[config.mk]
export PLATFORM = sky130hd
export DESIGN_NAME = uart_rx
export DESIGN_NICKNAME = d
export VERILOG_FILES = /design/src/rtl/uart_pkg.sv /design/src/rtl/uart_rx_sync.sv /design/src/rtl/uart_rx.sv
export SDC_FILE = /design/constraint.sdc
export NUM_CORES = 1
export LEC_CHECK = 0
export CORE_ASPECT_RATIO = 2
export CORE_MARGIN = 10
export CORE_UTILIZATION = 52
export DETAILED_ROUTE_END_ITERATION = 7
export PLACE_DENSITY = 0.74
export SLEW_MARGIN = 20
export SYNTH_ARGS = -nofsm -noshare
export SYNTH_HDL_FRONTEND = slang
export SYNTH_SLANG_ARGS = --single-unit
[constraint.sdc]
create_clock -name i_clk_sys -period 1.8 [get_ports i_clk_sys]
set_input_delay 0.18 -clock i_clk_sys [delete_from_list [all_inputs] [get_ports i_clk_sys]]
set_output_delay 0.18 -clock i_clk_sys [all_outputs]
set_load 0.01 [all_outputs]
[src/rtl/uart_pkg.sv]
// rtl/uart_pkg.sv - shared UART state encodings, baud period and parity helpers
package uart_pkg;

    localparam logic [2:0] ST_IDLE      = 3'd0;
    localparam logic [2:0] ST_START     = 3'd1;
    localparam logic [2:0] ST_DATA      = 3'd2;
    localparam logic [2:0] ST_PARITY    = 3'd3;
    localparam logic [2:0] ST_STOP      = 3'd4;
    localparam logic [2:0] ST_WAIT_HIGH = 3'd5;

    function automatic int calc_cycle(input int clk_fre, input int baud_rate);
        return (clk_fre * 1000000) / baud_rate;
    endfunction

    // parity_type 1: bit equals XOR of data; 0: bit equals inverted XOR
    function automatic logic parity_expect(input logic data_xor, input logic parity_type);
        return parity_type ? data_xor : ~data_xor;
    endfunction

endpackage

[src/rtl/uart_rx_sync.sv]
// rtl/uart_rx_sync.sv - 2-flop line synchronizer with falling-edge detect (flops reset high)
module uart_rx_sync (
    input  logic i_clk,
    input  logic i_rst,
    input  logic i_rx,
    output logic o_rx_s,
    output logic o_fall
);

    logic r_meta;
    logic r_rx_s;
    logic r_rx_d;

    always_ff @(posedge i_clk or posedge i_rst) begin
        if (i_rst) begin
            r_meta <= 1'b1;
            r_rx_s <= 1'b1;
            r_rx_d <= 1'b1;
        end else begin
            r_meta <= i_rx;
            r_rx_s <= r_meta;
            r_rx_d <= r_rx_s;
        end
    end

    assign o_rx_s = r_rx_s;
    assign o_fall = r_rx_d & ~r_rx_s;

endmodule

[src/rtl/uart_rx.sv]
// rtl/uart_rx.sv - oversampling UART receiver; UART_RX_MAJORITY_EN selects 2-of-3 bit voting
module uart_rx
    import uart_pkg::*;
#(
    parameter int CLK_FRE     = 50,
    parameter int DATA_WIDTH  = 8,
    parameter int PARITY_ON   = 0,
    parameter int PARITY_TYPE = 0,
    parameter int BAUD_RATE   = 9600
) (
    input  logic                  i_clk_sys,
    input  logic                  i_rst,
    input  logic                  i_uart_rx,
    output logic [DATA_WIDTH-1:0] o_data_rx,
    output logic                  o_data_valid,
    output logic                  o_parity_err,
    output logic                  o_frame_err
);

    localparam int          CYCLE     = calc_cycle(CLK_FRE, BAUD_RATE);
    localparam logic [15:0] C_BIT_END = 16'(CYCLE - 1);
`ifdef UART_RX_MAJORITY_EN
    localparam logic [15:0] C_SAMPLE  = 16'(CYCLE / 2);
`else
    localparam logic [15:0] C_SAMPLE  = 16'(CYCLE / 2 - 1);
`endif

    logic                  w_rx_s;
    logic                  w_fall;
    logic                  w_bit;
    logic                  w_sample;
    logic                  w_bit_end;

    logic [2:0]            r_state;
    logic [15:0]           r_baud_cnt;
    logic [3:0]            r_bit_cnt;
    logic [DATA_WIDTH-1:0] r_shift;
    logic                  r_par_acc;
    logic                  r_par_err;
    logic [DATA_WIDTH-1:0] r_data_rx;
    logic                  r_data_valid;
    logic                  r_parity_err;
    logic                  r_frame_err;

    uart_rx_sync u_sync (
        .i_clk  (i_clk_sys),
        .i_rst  (i_rst),
        .i_rx   (i_uart_rx),
        .o_rx_s (w_rx_s),
        .o_fall (w_fall)
    );

`ifdef UART_RX_MAJORITY_EN
    // Two earlier samples are held; the third is the live rx_s at the decision count
    logic [1:0] r_maj;

    always_ff @(posedge i_clk_sys or posedge i_rst) begin
        if (i_rst) begin
            r_maj <= 2'b11;
        end else if (r_baud_cnt == C_SAMPLE - 16'd2 || r_baud_cnt == C_SAMPLE - 16'd1) begin
            r_maj <= {r_maj[0], w_rx_s};
        end
    end

    assign w_bit = (r_maj[1] & r_maj[0]) | (r_maj[1] & w_rx_s) | (r_maj[0] & w_rx_s);
`else
    assign w_bit = w_rx_s;
`endif

    assign w_sample  = (r_baud_cnt == C_SAMPLE);
    assign w_bit_end = (r_baud_cnt == C_BIT_END);

    always_ff @(posedge i_clk_sys or posedge i_rst) begin
        if (i_rst) begin
            r_baud_cnt <= 16'd0;
        end else if (r_state == ST_IDLE || r_state == ST_WAIT_HIGH || w_bit_end) begin
            r_baud_cnt <= 16'd0;
        end else begin
            r_baud_cnt <= r_baud_cnt + 16'd1;
        end
    end

    always_ff @(posedge i_clk_sys or posedge i_rst) begin
        if (i_rst) begin
            r_state      <= ST_IDLE;
            r_bit_cnt    <= 4'd0;
            r_shift      <= '0;
            r_par_acc    <= 1'b0;
            r_par_err    <= 1'b0;
            r_data_rx    <= '0;
            r_data_valid <= 1'b0;
            r_parity_err <= 1'b0;
            r_frame_err  <= 1'b0;
        end else begin
            r_data_valid <= 1'b0;
            r_parity_err <= 1'b0;
            r_frame_err  <= 1'b0;
            case (r_state)
                ST_IDLE: begin
                    r_bit_cnt <= 4'd0;
                    r_par_acc <= 1'b0;
                    r_par_err <= 1'b0;
                    if (w_fall) begin
                        r_state <= ST_START;
                    end
                end
                ST_START: begin
                    if (w_sample && w_bit) begin
                        r_state <= ST_IDLE;
                    end else if (w_bit_end) begin
                        r_state   <= ST_DATA;
                        r_bit_cnt <= 4'd0;
                    end
                end
                ST_DATA: begin
                    if (w_sample) begin
                        r_shift   <= {w_bit, r_shift[DATA_WIDTH-1:1]};
                        r_par_acc <= r_par_acc ^ w_bit;
                        r_bit_cnt <= r_bit_cnt + 4'd1;
                    end else if (w_bit_end && r_bit_cnt == 4'(DATA_WIDTH)) begin
                        r_state <= (PARITY_ON != 0) ? ST_PARITY : ST_STOP;
                    end
                end
                ST_PARITY: begin
                    if (w_sample) begin
                        if (w_bit != parity_expect(r_par_acc, PARITY_TYPE != 0)) begin
                            r_par_err <= 1'b1;
                        end
                    end else if (w_bit_end) begin
                        r_state <= ST_STOP;
                    end
                end
                ST_STOP: begin
                    // Leave at mid-bit so a start edge half a bit later is not missed
                    if (w_sample) begin
                        if (w_bit) begin
                            r_state      <= ST_IDLE;
                            r_data_rx    <= r_shift;
                            r_data_valid <= 1'b1;
                            r_parity_err <= r_par_err;
                        end else begin
                            r_state     <= ST_WAIT_HIGH;
                            r_frame_err <= 1'b1;
                        end
                    end
                end
                ST_WAIT_HIGH: begin
                    if (w_rx_s) begin
                        r_state <= ST_IDLE;
                    end
                end
                default: r_state <= ST_IDLE;
            endcase
        end
    end

    assign o_data_rx    = r_data_rx;
    assign o_data_valid = r_data_valid;
    assign o_parity_err = r_parity_err;
    assign o_frame_err  = r_frame_err;

endmodule

== After elaboration in Yosys (flattened, before gate mapping) ==
Cells that the tools add are included.
Storage, ports and cells
  word-level logic and storage cells: 85
  register bits: 47
  bits of input ports: 3
Cells by class
  reductions and logical operators: 14
  muxes and demuxes: 30
  eq/ne operators: 22
  bitwise gates (word level): 4
  add/sub/neg operators: 2
Operators with widths (count)
  2-to-1 mux 3 bit: 10
  inequality test 2 bit, second input constant: 10
  one-hot mux 3 bit (6 select lines): 1
  adder 16 x 1 -> 16 bit, second input constant: 1
  == test 16 x 12 -> 1 bit, second input constant: 1
  == test 16 x 13 -> 1 bit, second input constant: 1
  2-to-1 mux 16 bit: 1
  2-to-1 mux 1 bit: 12
  2-to-1 mux 4 bit: 3
  one-hot mux 4 bit (3 select lines): 1
  AND reduction 8 bit: 1
  == test 3 x 2 -> 1 bit, second input constant: 2
  == test 3 bit, second input constant: 2
  AND reduction 3 bit: 2
  adder 4 x 1 -> 4 bit, second input constant: 1
  == test 4 bit, second input constant: 1
  inequality test 2 x 1 -> 1 bit, second input constant: 2
  one-hot mux 1 bit (2 select lines): 2
  AND reduction 2 bit: 2
  AND reduction 4 bit: 1
  nonzero test 2 bit: 2
  == test 3 x 1 -> 1 bit, second input constant: 1
  logical NOT 3 bit: 1
  inequality test 3 bit, second input constant: 1
  other kinds (7): 10

== Longest topological paths before layout ==
Gate-level depths: netlist of the first run.
  depth after elaboration: 5
  mapped depth: 7
  gate-level depth less buffers: 6

== Cells and area by module ==
A second synthesis of the first run with hierarchy kept.
Unflattened totals
  cells, all modules: 220
  area, all modules: 2270.9 um2
By module, submodules not included
  uart_rx: instances 1, area an instance 2174.6 um2, cells each 215, sequential area each 1101.1 um2
  uart_rx_sync: instances 1, area an instance 96.3 um2, cells each 5, sequential area each 78.8 um2

== Worst setup path after synthesis of the first run ==
No wires, ideal clock.
  path kind: register -> register
  from: register r_baud_cnt[0]
  to: register r_data_rx[0] (netlist: o_data_rx[0])
  slack: 0.044 ns
  setup time: 0.127 ns
  data required time: 1.673 ns
  arrival: 1.629 ns
  cell stages (with the launch flop): 7
  cell sequence: dfrtp_1 -> ha_1 -> nor4b_4 -> and4_1 -> and3_1 -> buf_4 -> mux2_1
Between the ends
  longest elaborated chain between the ends: 2
RTL lines
  start: declaration: RTL line uart_rx.sv:35  | logic [15:0] r_baud_cnt;
  start signal: assignment: RTL line uart_rx.sv:79  | r_baud_cnt <= r_baud_cnt + 16'd1;
  == test 16 x 12 -> 1 bit: RTL line uart_rx.sv:70  | assign w_sample = (r_baud_cnt == C_SAMPLE);
  AND reduction 3 bit (no source line)
  end signal: assignment: RTL line uart_rx.sv:138  | r_data_rx <= r_shift;
  end: declaration: RTL line uart_rx.sv:40  | logic [DATA_WIDTH-1:0] r_data_rx;
Every way passes these cells.
A chain may end at the register's enable or synchronous reset.

== Worst setup path in the final report of the first run ==
  from: register r_baud_cnt[0]
  to: register r_state[0]
Between the ends
  longest elaborated chain between the ends: 4
RTL lines
  == test 16 x 12 -> 1 bit / == test 16 x 13 -> 1 bit (equally long branches): RTL line uart_rx.sv:70, uart_rx.sv:71
  logical AND 1 bit (on tied branches): RTL line uart_rx.sv:108, uart_rx.sv:120
  inequality test 3 bit (no source line) (tied with other cells)
  AND reduction 8 bit (no source line) / one-hot mux 3 bit (6 select lines) (equally long branches)
  end signal: assignment: RTL line uart_rx.sv:121  | r_state <= (PARITY_ON != 0) ? ST_PARITY : ST_STOP;
  end: declaration: RTL line uart_rx.sv:34  | logic [2:0] r_state;
Parallel ways exist; a longest one is shown, timed or not.

==> run_results.csv, run 1 <==
group,metric,value,unit
run_status,status,"finished, final reports clean",
clock_network,cts_num_sinks,47,
setup_path,path_delay_family,"simple AND/OR/NAND/NOR gates",
clock_network,cts_buffers,5,
die,die_h,112.7,um
global_route,grt_pass1_wl,8024,um
clock_network,clk_pin_slew_worst_paths,0.08,ns
power_and_ir_drop,clkPwrFrac,32.6,%
timing,final-max-slew-violation-count,0,
detailed_routing,drc_errors,0,
yosys,yosysUniqueCellTypes,48,
power_and_ir_drop,cellPowerDensity,965.0,mW/mm2
placed_design,io_buffer_count,13,
timing,setup_viol,0,
yosys,yosys_most_used_dff,"dfrtp_1",
timing,worstMarginPinSlew,0.5843,ns
detailed_routing,wl_per_cell,17.33,um
die,rows,33,
detailed_routing,vias,1611,
yosys,synthSimpleGateAreaFrac,20.77,%
placed_design,dpl.cell_count,269,
yosys,synthAdderAreaFrac,1.680,%
yosys,synth-edff-count,0,
die,initial_core_util,54.12,%
detailed_routing,dr.pass1.iters,4,
detailed_routing,postRouteAntennaNets,0,
yosys,synth_mux_area_share,8.007,%
setup_path,start_kind,"flip-flop",
clock_network,clk_latency,0.29,ns
power_and_ir_drop,power_frac_seq,42.8,%
setup_path,end_kind,"flip-flop",
yosys,synth_compound_area_share,7.167,%
cells_and_area,utilization,68.79,%
yosys,yosys_warnings,0,
placed_design,dp_hpwl,3536,um
cells_and_area,n_antenna_cell,0,
die,coreArea,0.004129,mm2
setup_path,crit_required,1.99,ns
die,boundaryPins,14,
yosys,syn_avg_cell_area,11.58,um2
global_route,antenna_found_initial,0,
detailed_routing,viasPerCell,5.713,
placed_design,gp_congestion,0.8771,
yosys,yosys-top-cells-area,"dfrtp_1 (49%), mux2_1 (7.6%), xor2_1 (5.1%)",
timing,relSlewSlack,60.81,%
power_and_ir_drop,swShare,28.68,%
yosys,synth_top_family_by_area,"simple AND/OR/NAND/NOR gates",
worst_hold_path,hold_class,"input pin to async pin",
yosys,synth_area_leader_cell,"dfrtp_1",
power_and_ir_drop,combPwrFrac,24.6,%
timing,rsz0062_at_grt,"yes",
power_and_ir_drop,p_leak,1.336,nW
yosys,syn_inst,193,
setup_path,criticalPathCategory,"flip-flop to flip-flop",
timing,setup_tns,0,ns
cells_and_area,syn_to_final_growth,27.10,%
clock_network,cts-root-buf,"clkbuf_8",
yosys,synth_area,0.002235,mm2
power_and_ir_drop,power.internal,1.955,mW
setup_path,r2r_setup_slack,0.03,ns
global_route,grt_max_degree,18,
placed_design,place_ws,-0.06715,ns
global_route,overflow,0,
yosys,synthXorXnorAreaFrac,6.271,%
detailed_routing,drtIter0Drc,31,
cells_and_area,drive_gt1_share,27.83,%
setup_path,path_max_fanout,4,
cells_and_area,num-nets-final,235,
yosys,ys_seq_area_share,52.80,%
power_and_ir_drop,power,2.741,mW
yosys,synth-seq-cells,47,
power_and_ir_drop,max-vdd-ir-drop,0.8003,mV
setup_path,critPathArrivalTime,1.96,ns
yosys,syn_nets,199,
clock_network,cts_max_path_buffers,2,
global_route,grt_pass1_vias,1742,
timing,timing_hold_violations_final,0,
setup_path,path_cells,"ha_2 > nor4b_4 > buf_4 > nand4_4 > nor3b_4 > o32ai_2 > a22o_1",
yosys,yosysMostFrequentCell,"dfrtp_1",
clock_network,cts_max_level,2,
power_and_ir_drop,p_switching,0.7862,mW
global_route,grt_use_total,13.44,%
cells_and_area,stdcell_count,282,
setup_path,crit_path_max_incr_delay,0.37,ns
detailed_routing,wl,4887,um
timing,fin_skew,0.001935,ns
die,die_w,66.36,um
die,dieArea,0.007479,mm2
timing,post-route-period-util,98.16,%
yosys,synthTopCellsByCount,"dfrtp_1 (44), nor2_1 (22), mux2_1 (15)",
yosys,synth_top_cell_area_share,49.27,%
setup_path,cp.buffers_inverters,1,
setup_path,slowest_stage,"dfrtp_1",
timing,period_minus_slack,1.767,ns
timing,fmax,0.5660,GHz
job,cap_violations,0,
clock_network,cts_tree,"yes",
timing,setup_ws,0.03319,ns
yosys,synthArstFlopShare,100.0,%
[state kept, by name, summed over array words and instances, names as in the netlist]
name,flops
o_frame_err,1
u_sync.r_meta,1
u_sync.o_rx_s,1
r_state,3
r_par_acc,1
r_baud_cnt,16
o_data_rx,8
r_shift,8
u_sync.r_rx_d,1
o_parity_err,1
o_data_valid,1
r_par_err,1
r_bit_cnt,4
[power groups by stage]
stage                     Combinational [mW]  Sequential (mW)  Clock, mW
after floorplan                        0.422             1.16          0
after global placement                 0.541             1.18          0
after detailed placement               0.567             1.18          0
after CTS                              0.617             1.16      0.915
after global routing                   0.727             1.18      0.945
final                                  0.674             1.17      0.895
[path summary, 6_finish.rpt]
path / start / to / cells past startpoint
setup / recovery: r_baud_cnt[0] / r_state[0] / 7
hold / removal: i_rst / r_state[0] / 2
setup reg to reg: r_baud_cnt[0] / r_state[0] / 7
hold reg to reg: u_sync.r_meta / u_sync.o_rx_s / 0
max in group asynchronous: i_rst / o_data_rx[0] / 3
min in group i_clk_sys: i_uart_rx / u_sync.r_meta / 1
[routing by layer]
| layer | GRT usage [%] | part of all wire, % | up-vias |
|---|---|---|---|
| li1 | - | - | 745 |
| met1 | 12.24 | 34 | 827 |
| met5 | 0 | 0 | - |
| met3 | 2.174 | 2.7 | 11 |
| met4 | 7.032 | 3.5 | 0 |
| met2 | 26.14 | 60 | 28 |
[cell type report]
type	count	area, um2
fillers	300	1289
multi-input cells	131	1092
flip-flops and latches	47	1186
inverters	6	22.52
clock inverters	2	60.06
repair buffers	38	341.6
well taps	52	65.06
clock buffers	6	72.57
[stage by stage]
step,cell area (um2),hold WS [ns]
after floorplan,2235,0.1845
after global placement,2554,0.3457
after detailed placement,2554,0.3490
after CTS,2751,0.1877
after global routing,2840,0.2150
final,2840,0.1766
[layout by cell type, fill, tap and decap left out, types with 5 or more instances in the layout]
master	count
dfrtp_2	5
clkdlybuf4s50_1	13
nand2_1	9
o21ai_0	5
buf_4	21
clkbuf_8	5
nand3_1	6
nor2_1	21
inv_1	5
dfrtp_1	39
nor3b_1	5
xor2_1	13
mux2_1	11
[what timing repair did]
action                     4_1_cts  5_1_grt
hold buffers                     0        0
resized for setup                7       21
cloned                           0        0
buffers inserted                 3        3
pin swaps                        3       12
setup endpoints to repair       31       38
[cells by family (layout without fill, tap and decap cells)]
kind of cell	count (synthesis)	after routing
DFF	47	47
adders and majority gates	3	3
and+or+nand+nor	74	74
buffers and inverters	15	52
xor gates and xnor gates	16	16
AOI/OAI and AO/OA	22	22
muxes	16	16
No activity file was read; power rests on OpenSTA's default activity.
==> run 2, diff against run 1 <==
--- a/config.mk
+++ b/config.mk
@@ -6,10 +6,10 @@
 export NUM_CORES = 1
 export LEC_CHECK = 0
 export CORE_ASPECT_RATIO = 2
-export CORE_MARGIN = 10
 export CORE_UTILIZATION = 52
 export DETAILED_ROUTE_END_ITERATION = 7
 export PLACE_DENSITY = 0.74
+export SETUP_SLACK_MARGIN = 0.4
 export SLEW_MARGIN = 20
 export SYNTH_ARGS = -nofsm -noshare
 export SYNTH_HDL_FRONTEND = slang
==> run 2 against run 1 <==
Compared with the run above: via count increased by 7.9%; critical path type unchanged; global-route usage increased by 13 points; sequential power about the same; clock power decreased by 9.7%; the run now ends with negative setup slack left.
==> run_results.csv, run 2 (synthesis results as in run 1) <==
group,metric,value,unit
clock_network,clk_latency,0.31,ns
setup_path,critPathArrivalTime,2.07,ns
setup_path,worst-r2r-cell-count,6,
die,die_w,48.36,um
setup_path,path_delay_family,"simple AND/OR/NAND/NOR gates",
global_route,grt_use_total,26.44,%
clock_network,cts_tree,"yes",
cells_and_area,num-nets-final,248,
clock_network,cts_max_level,2,
clock_network,cts-root-buf,"clkbuf_8",
detailed_routing,drc_errors,0,
setup_path,start_kind,"flip-flop",
timing,worstMarginPinSlew,0.4691,ns
timing,setup_tns,-0.5067,ns
power_and_ir_drop,max-vdd-ir-drop,0.6158,mV
die,rows,33,
detailed_routing,wl_per_cell,19.52,um
cells_and_area,final_cell_mix,"dfrtp_1 (41), buf_4 (27), nor2_1 (16)",
global_route,antenna_found_initial,0,
power_and_ir_drop,power.internal,1.939,mW
timing,relSlewSlack,68.62,%
detailed_routing,dr.pass1.iters,4,
die,dieArea,0.004580,mm2
cells_and_area,final_common_cell,"dfrtp_1",
power_and_ir_drop,p_leak,1.590,nW
detailed_routing,wl,5759,um
setup_path,criticalPathCategory,"flip-flop to flip-flop",
cells_and_area,n_antenna_cell,0,
global_route,grt_max_degree,48,
die,die_h,94.71,um
global_route,grt_pass1_vias,1850,
timing,rsz0062_at_grt,"yes",
setup_path,end_kind,"flip-flop",
clock_network,clk_pin_slew_worst_paths,0.08,ns
die,initial_core_util,54.67,%
cells_and_area,top_register,"r_baud_cnt",
power_and_ir_drop,cellPowerDensity,906.1,mW/mm2
placed_design,io_buffer_count,13,
power_and_ir_drop,swShare,31.55,%
detailed_routing,postRouteAntennaNets,0,
power_and_ir_drop,power_frac_seq,41.5,%
setup_path,r2r_setup_slack,-0.06,ns
cells_and_area,fillCellCount,229,
timing,setup_ws,-0.06343,ns
setup_path,cp.buffers_inverters,1,
setup_path,r2r-end,"r_state[0]",
placed_design,gp_congestion,0.8000,
power_and_ir_drop,p_switching,0.8938,mW
run_status,status,"complete, but fails checks",
setup_path,worst-path-stages,6,
cells_and_area,utilization,76.49,%
setup_path,path_cells,"nor4b_4 > buf_4 > nand4_4 > nor3b_4 > o32ai_2 > a22o_1",
timing,period_minus_slack,1.863,ns
setup_path,crit_path_max_incr_delay,0.43,ns
timing,fin_skew,0.003627,ns
setup_path,r2r-start,"r_baud_cnt[15]",
clock_network,cts-hold-fix-buffers,0,
cells_and_area,stdcell_count,295,
job,cap_violations,0,
setup_path,path_max_fanout,4,
power_and_ir_drop,combPwrFrac,30.0,%
timing,fin_worst_hold_slack,0.2080,ns
detailed_routing,vias,1739,
power_and_ir_drop,clkPwrFrac,28.5,%
timing,fmax,0.5366,GHz
die,coreArea,0.004088,mm2
timing,timing_hold_violations_final,0,
cells_and_area,largest_reg_flops,16,
clock_network,cts_num_sinks,47,
worst_hold_path,hold_class,"input pin to async pin",
power_and_ir_drop,power,2.833,mW
cells_and_area,syn_to_final_growth,39.92,%
cells_and_area,drive_gt1_share,41.56,%
run_status,violations,"negative setup slack",
setup_path,crit_required,2.00,ns
global_route,overflow,0,
timing,post-route-period-util,103.5,%
detailed_routing,drtIter0Drc,52,
die,boundaryPins,14,
clock_network,cts_max_path_buffers,2,
clock_network,cts_buffers,5,
timing,setup_viol,14,
placed_design,dpl.cell_count,270,
setup_path,slowest_stage,"dfrtp_1",
detailed_routing,viasPerCell,5.895,
timing,final-max-slew-violation-count,0,
placed_design,dp_hpwl,3372,um
global_route,grt_pass1_wl,8887,um
-- run 2: changes by cell type in the layout (fill, tap and decap cells not counted), sizes merged --
cell	before	now
clkinv	1	2
clkbuf	6	7
clkdlybuf4s50	13	5
o21ai	7	8
buf	25	36
dlymetal6s2s	0	8
bufinv	2	1
-- run 2: layout make-up --
type | count | area [um2] | area share (%)
multi-input cells | 132 | 1232 | 39.42
flip-flops and latches | 47 | 1184 | 37.86
repair buffers | 50 | 505.5 | 16.17
clock buffers | 6 | 82.58 | 2.641
well taps | 52 | 65.06 | 2.081
clock inverters | 2 | 35.03 | 1.120
inverters | 6 | 22.52 | 0.7203
-- run 2: stage by stage --
stage | instance area, um2 | setup slack (ns)
after floorplan | 2295 | 0.05975
after global placement | 2620 | -0.05084
after detailed placement | 2620 | -0.1008
after CTS | 2987 | 0.02310
after global routing | 3127 | -0.1274
final | 3127 | -0.06343
-- run 2: worst max-delay path by stage --
stage,from,endpoint,slack [ns]
after global placement,r_baud_cnt[2],o_data_rx[2],-0.05
after global routing,r_baud_cnt[15],r_state[0],-0.13
after detailed placement,r_baud_cnt[15],o_data_rx[1],-0.10
final,r_baud_cnt[15],r_state[0],-0.06
after floorplan,r_baud_cnt[0],o_data_rx[0],0.06
after CTS,r_baud_cnt[0],o_data_rx[0],0.02
-- run 2: metal layers --
layer / track usage [%] / vias to the layer above / routed length [um]
met3: 4.670 / 15 / 136
met1: 24.92 / 907 / 1953
met4: 18.14 / 0 / 201
met5: 0 / - / 0
li1: - / 778 / -
met2: 50.59 / 39 / 3467
-- run 2: what timing repair did --
action | in CTS | in global routing
setup buffers | 12 | 3
pin swaps | 24 | 11
endpoints found under the hold margin | 0 | 0
resized for setup | 33 | 29
setup endpoints to repair | 44 | 52
cloned | 1 | 1
-- run 2: power by group through the flow --
stage | Combinational [mW] | Sequential [mW] | Clock [mW]
2_1_floorplan | 0.476 | 1.16 | 0
3_3_place_gp | 0.562 | 1.19 | 0
3_5_place_dp | 0.585 | 1.19 | 0
4_1_cts | 0.787 | 1.17 | 0.814
5_1_grt | 0.911 | 1.18 | 0.857
6_report | 0.849 | 1.18 | 0.808
-- run 2: worst reg2reg max path, stage by stage, from the launching register on --
cell and delay, ns:
dfrtp_1 0.43, nor4b_4 0.40, buf_4 0.19, nand4_4 0.14
nor3b_4 0.29, o32ai_2 0.10, a22o_1 0.21
==> run 3, diff against run 2 <==
--- a/config.mk
+++ b/config.mk
@@ -6,9 +6,10 @@
 export NUM_CORES = 1
 export LEC_CHECK = 0
 export CORE_ASPECT_RATIO = 2
-export CORE_UTILIZATION = 52
+export CORE_UTILIZATION = 55
+export CTS_BUF_LIST = sky130_fd_sc_hd__clkbuf_4 sky130_fd_sc_hd__clkbuf_8
 export DETAILED_ROUTE_END_ITERATION = 7
-export PLACE_DENSITY = 0.74
+export PLACE_DENSITY = 0.78
 export SETUP_SLACK_MARGIN = 0.4
 export SLEW_MARGIN = 20
 export SYNTH_ARGS = -nofsm -noshare
==> run 3 against run 2 <==
Compared with the run above: the flow still finishes with violations (negative setup slack); fmax fell by 2.7%; die area fell by 5.3%; clock skew rose by 0.0043 ns; utilization rose by 3.1 points; final area fell by 1.1%; largest power group unchanged.
==> run_results.csv, run 3 (synthesis results as in run 1) <==
group,metric,value,unit
run_status,status,"complete, but fails checks",
run_status,violations,"negative setup slack",
die,dieArea,0.004337,mm2
global_route,overflow,0,
timing,period_minus_slack,1.916,ns
cells_and_area,fillCellCount,232,
power_and_ir_drop,cellPowerDensity,931.8,mW/mm2
clock_network,cts-root-buf,"clkbuf_8",
detailed_routing,vias,1720,
global_route,grt_max_degree,45,
detailed_routing,dr.pass1.iters,4,
setup_path,crit_required,1.98,ns
timing,fin_worst_hold_slack,0.2629,ns
cells_and_area,multiInputGateArea,0.001217,mm2
die,initial_core_util,57.54,%
cells_and_area,n_antenna_cell,0,
detailed_routing,drtIter0Drc,51,
setup_path,start_kind,"flip-flop",
timing,rsz0062_at_grt,"yes",
die,die_w,47.07,um
global_route,antenna_found_initial,0,
clock_network,cts_buffers,5,
die,boundaryPins,14,
global_route,grt_use_total,27.53,%
setup_path,critPathLaunch,"r_baud_cnt[2]",
setup_path,path_max_fanout,8,
job,cap_violations,0,
cells_and_area,syn_to_final_growth,38.35,%
detailed_routing,viasPerCell,5.911,
global_route,grt_pass1_vias,1839,
detailed_routing,postRouteAntennaNets,0,
timing,setup_ws,-0.1156,ns
cells_and_area,num-nets-final,245,
timing,relSlewSlack,61.93,%
timing,fin_skew,0.007897,ns
placed_design,placed_area,0.002656,mm2
detailed_routing,wl,5975,um
clock_network,clk_pin_slew_worst_paths,0.08,ns
clock_network,cts_max_level,2,
power_and_ir_drop,p_leak,1.569,nW
clock_network,cts_tree,"yes",
power_and_ir_drop,max-vdd-ir-drop,1.046,mV
die,die_h,92.15,um
cells_and_area,top_register,"r_baud_cnt",
setup_path,end_kind,"flip-flop",
cells_and_area,final_cell_mix,"dfrtp_1 (41), buf_4 (25), nor2_1 (19)",
cells_and_area,largest_reg_flops,16,
timing,setup_viol,19,
global_route,grt_pass1_wl,8424,um
cells_and_area,fin_area,0.003092,mm2
cells_and_area,utilization,79.61,%
placed_design,dp_hpwl,3658,um
worst_hold_path,hold_class,"input pin to async pin",
clock_network,cts_num_sinks,47,
setup_path,critPathArrivalTime,2.10,ns
detailed_routing,wl_per_cell,20.53,um
timing,worstMarginPinSlew,0.5691,ns
detailed_routing,drc_errors,0,
timing,fmax,0.5220,GHz
setup_path,r2r-start,"r_baud_cnt[2]",
clock_network,clk_latency,0.30,ns
clock_network,cts_max_path_buffers,2,
cells_and_area,drive_gt1_share,40.42,%
placed_design,io_buffer_count,13,
die,coreArea,0.003884,mm2
setup_path,criticalPathCategory,"flip-flop to flip-flop",
timing,final-max-slew-violation-count,0,
cells_and_area,seqCellArea,0.001184,mm2
timing,timing_hold_violations_final,0,
cells_and_area,final_common_cell,"dfrtp_1",
timing,post-route-period-util,106.4,%
placed_design,gp_congestion,0.7563,
die,rows,32,
[run 3: layout make-up]
cell class	instances	share of cell area (%)
Tap cell	51	2.064
Timing Repair Buffer	47	15.14
Clock inverter	2	1.943
Clock buffer	6	2.469
Inverter	6	0.7284
Sequential cell	47	38.28
Multi-Input combinational cell	132	39.38
[run 3: metal layers]
layer	GRT usage [%]	wire length (um)	part of all wire (%)
met1	26.77	2077	35
met4	13.57	189	3.2
met5	0	0	0
met2	50.81	3587	60
met3	4.134	122	2.0
[run 3: through the flow]
step | cells | setup TNS (ns) | worst slack (ns) | power [mW]
final | 291 | -1.380 | -0.1156 | 2.881
after global routing | 291 | -2.256 | -0.1434 | 2.985
after CTS | 286 | -0.02035 | -0.005146 | 2.719
after detailed placement | 274 | -1.517 | -0.1290 | 1.792
after global placement | 274 | 0 | 0.008913 | 1.761
after floorplan | 193 | 0 | 0.05975 | 1.641
[run 3: critical path, stage by stage (launching register included)]
cell	delay [ns]
dfrtp_2	0.47
nor4bb_4	0.37
and4_4	0.32
and3_4	0.21
buf_12	0.14
mux2_4	0.30
[run 3: report_power, final]
part	internal, mW	switching (mW)
logic	0.335	0.454
registers	1.11	0.0660
clock network	0.570	0.342
[run 3: path summary, 6_finish.rpt]
path / slack (ns) / depth (start not counted) / to
max: -0.12 / 5 / o_data_rx[3]
min: 0.26 / 2 / u_sync.r_rx_d
max reg2reg: -0.12 / 5 / o_data_rx[3]
min reg2reg: 0.36 / 0 / u_sync.o_rx_s
max in group asynchronous: 1.28 / 3 / r_baud_cnt[2]
min in group i_clk_sys: 0.30 / 1 / u_sync.r_meta
[run 3: repair_timing]
action | in CTS | in global routing
gates cloned | 0 | 1
setup endpoints to repair | 44 | 53
buffers inserted | 4 | 4
hold buffers | 0 | 0
gates resized for setup | 16 | 44
pin swaps | 6 | 22
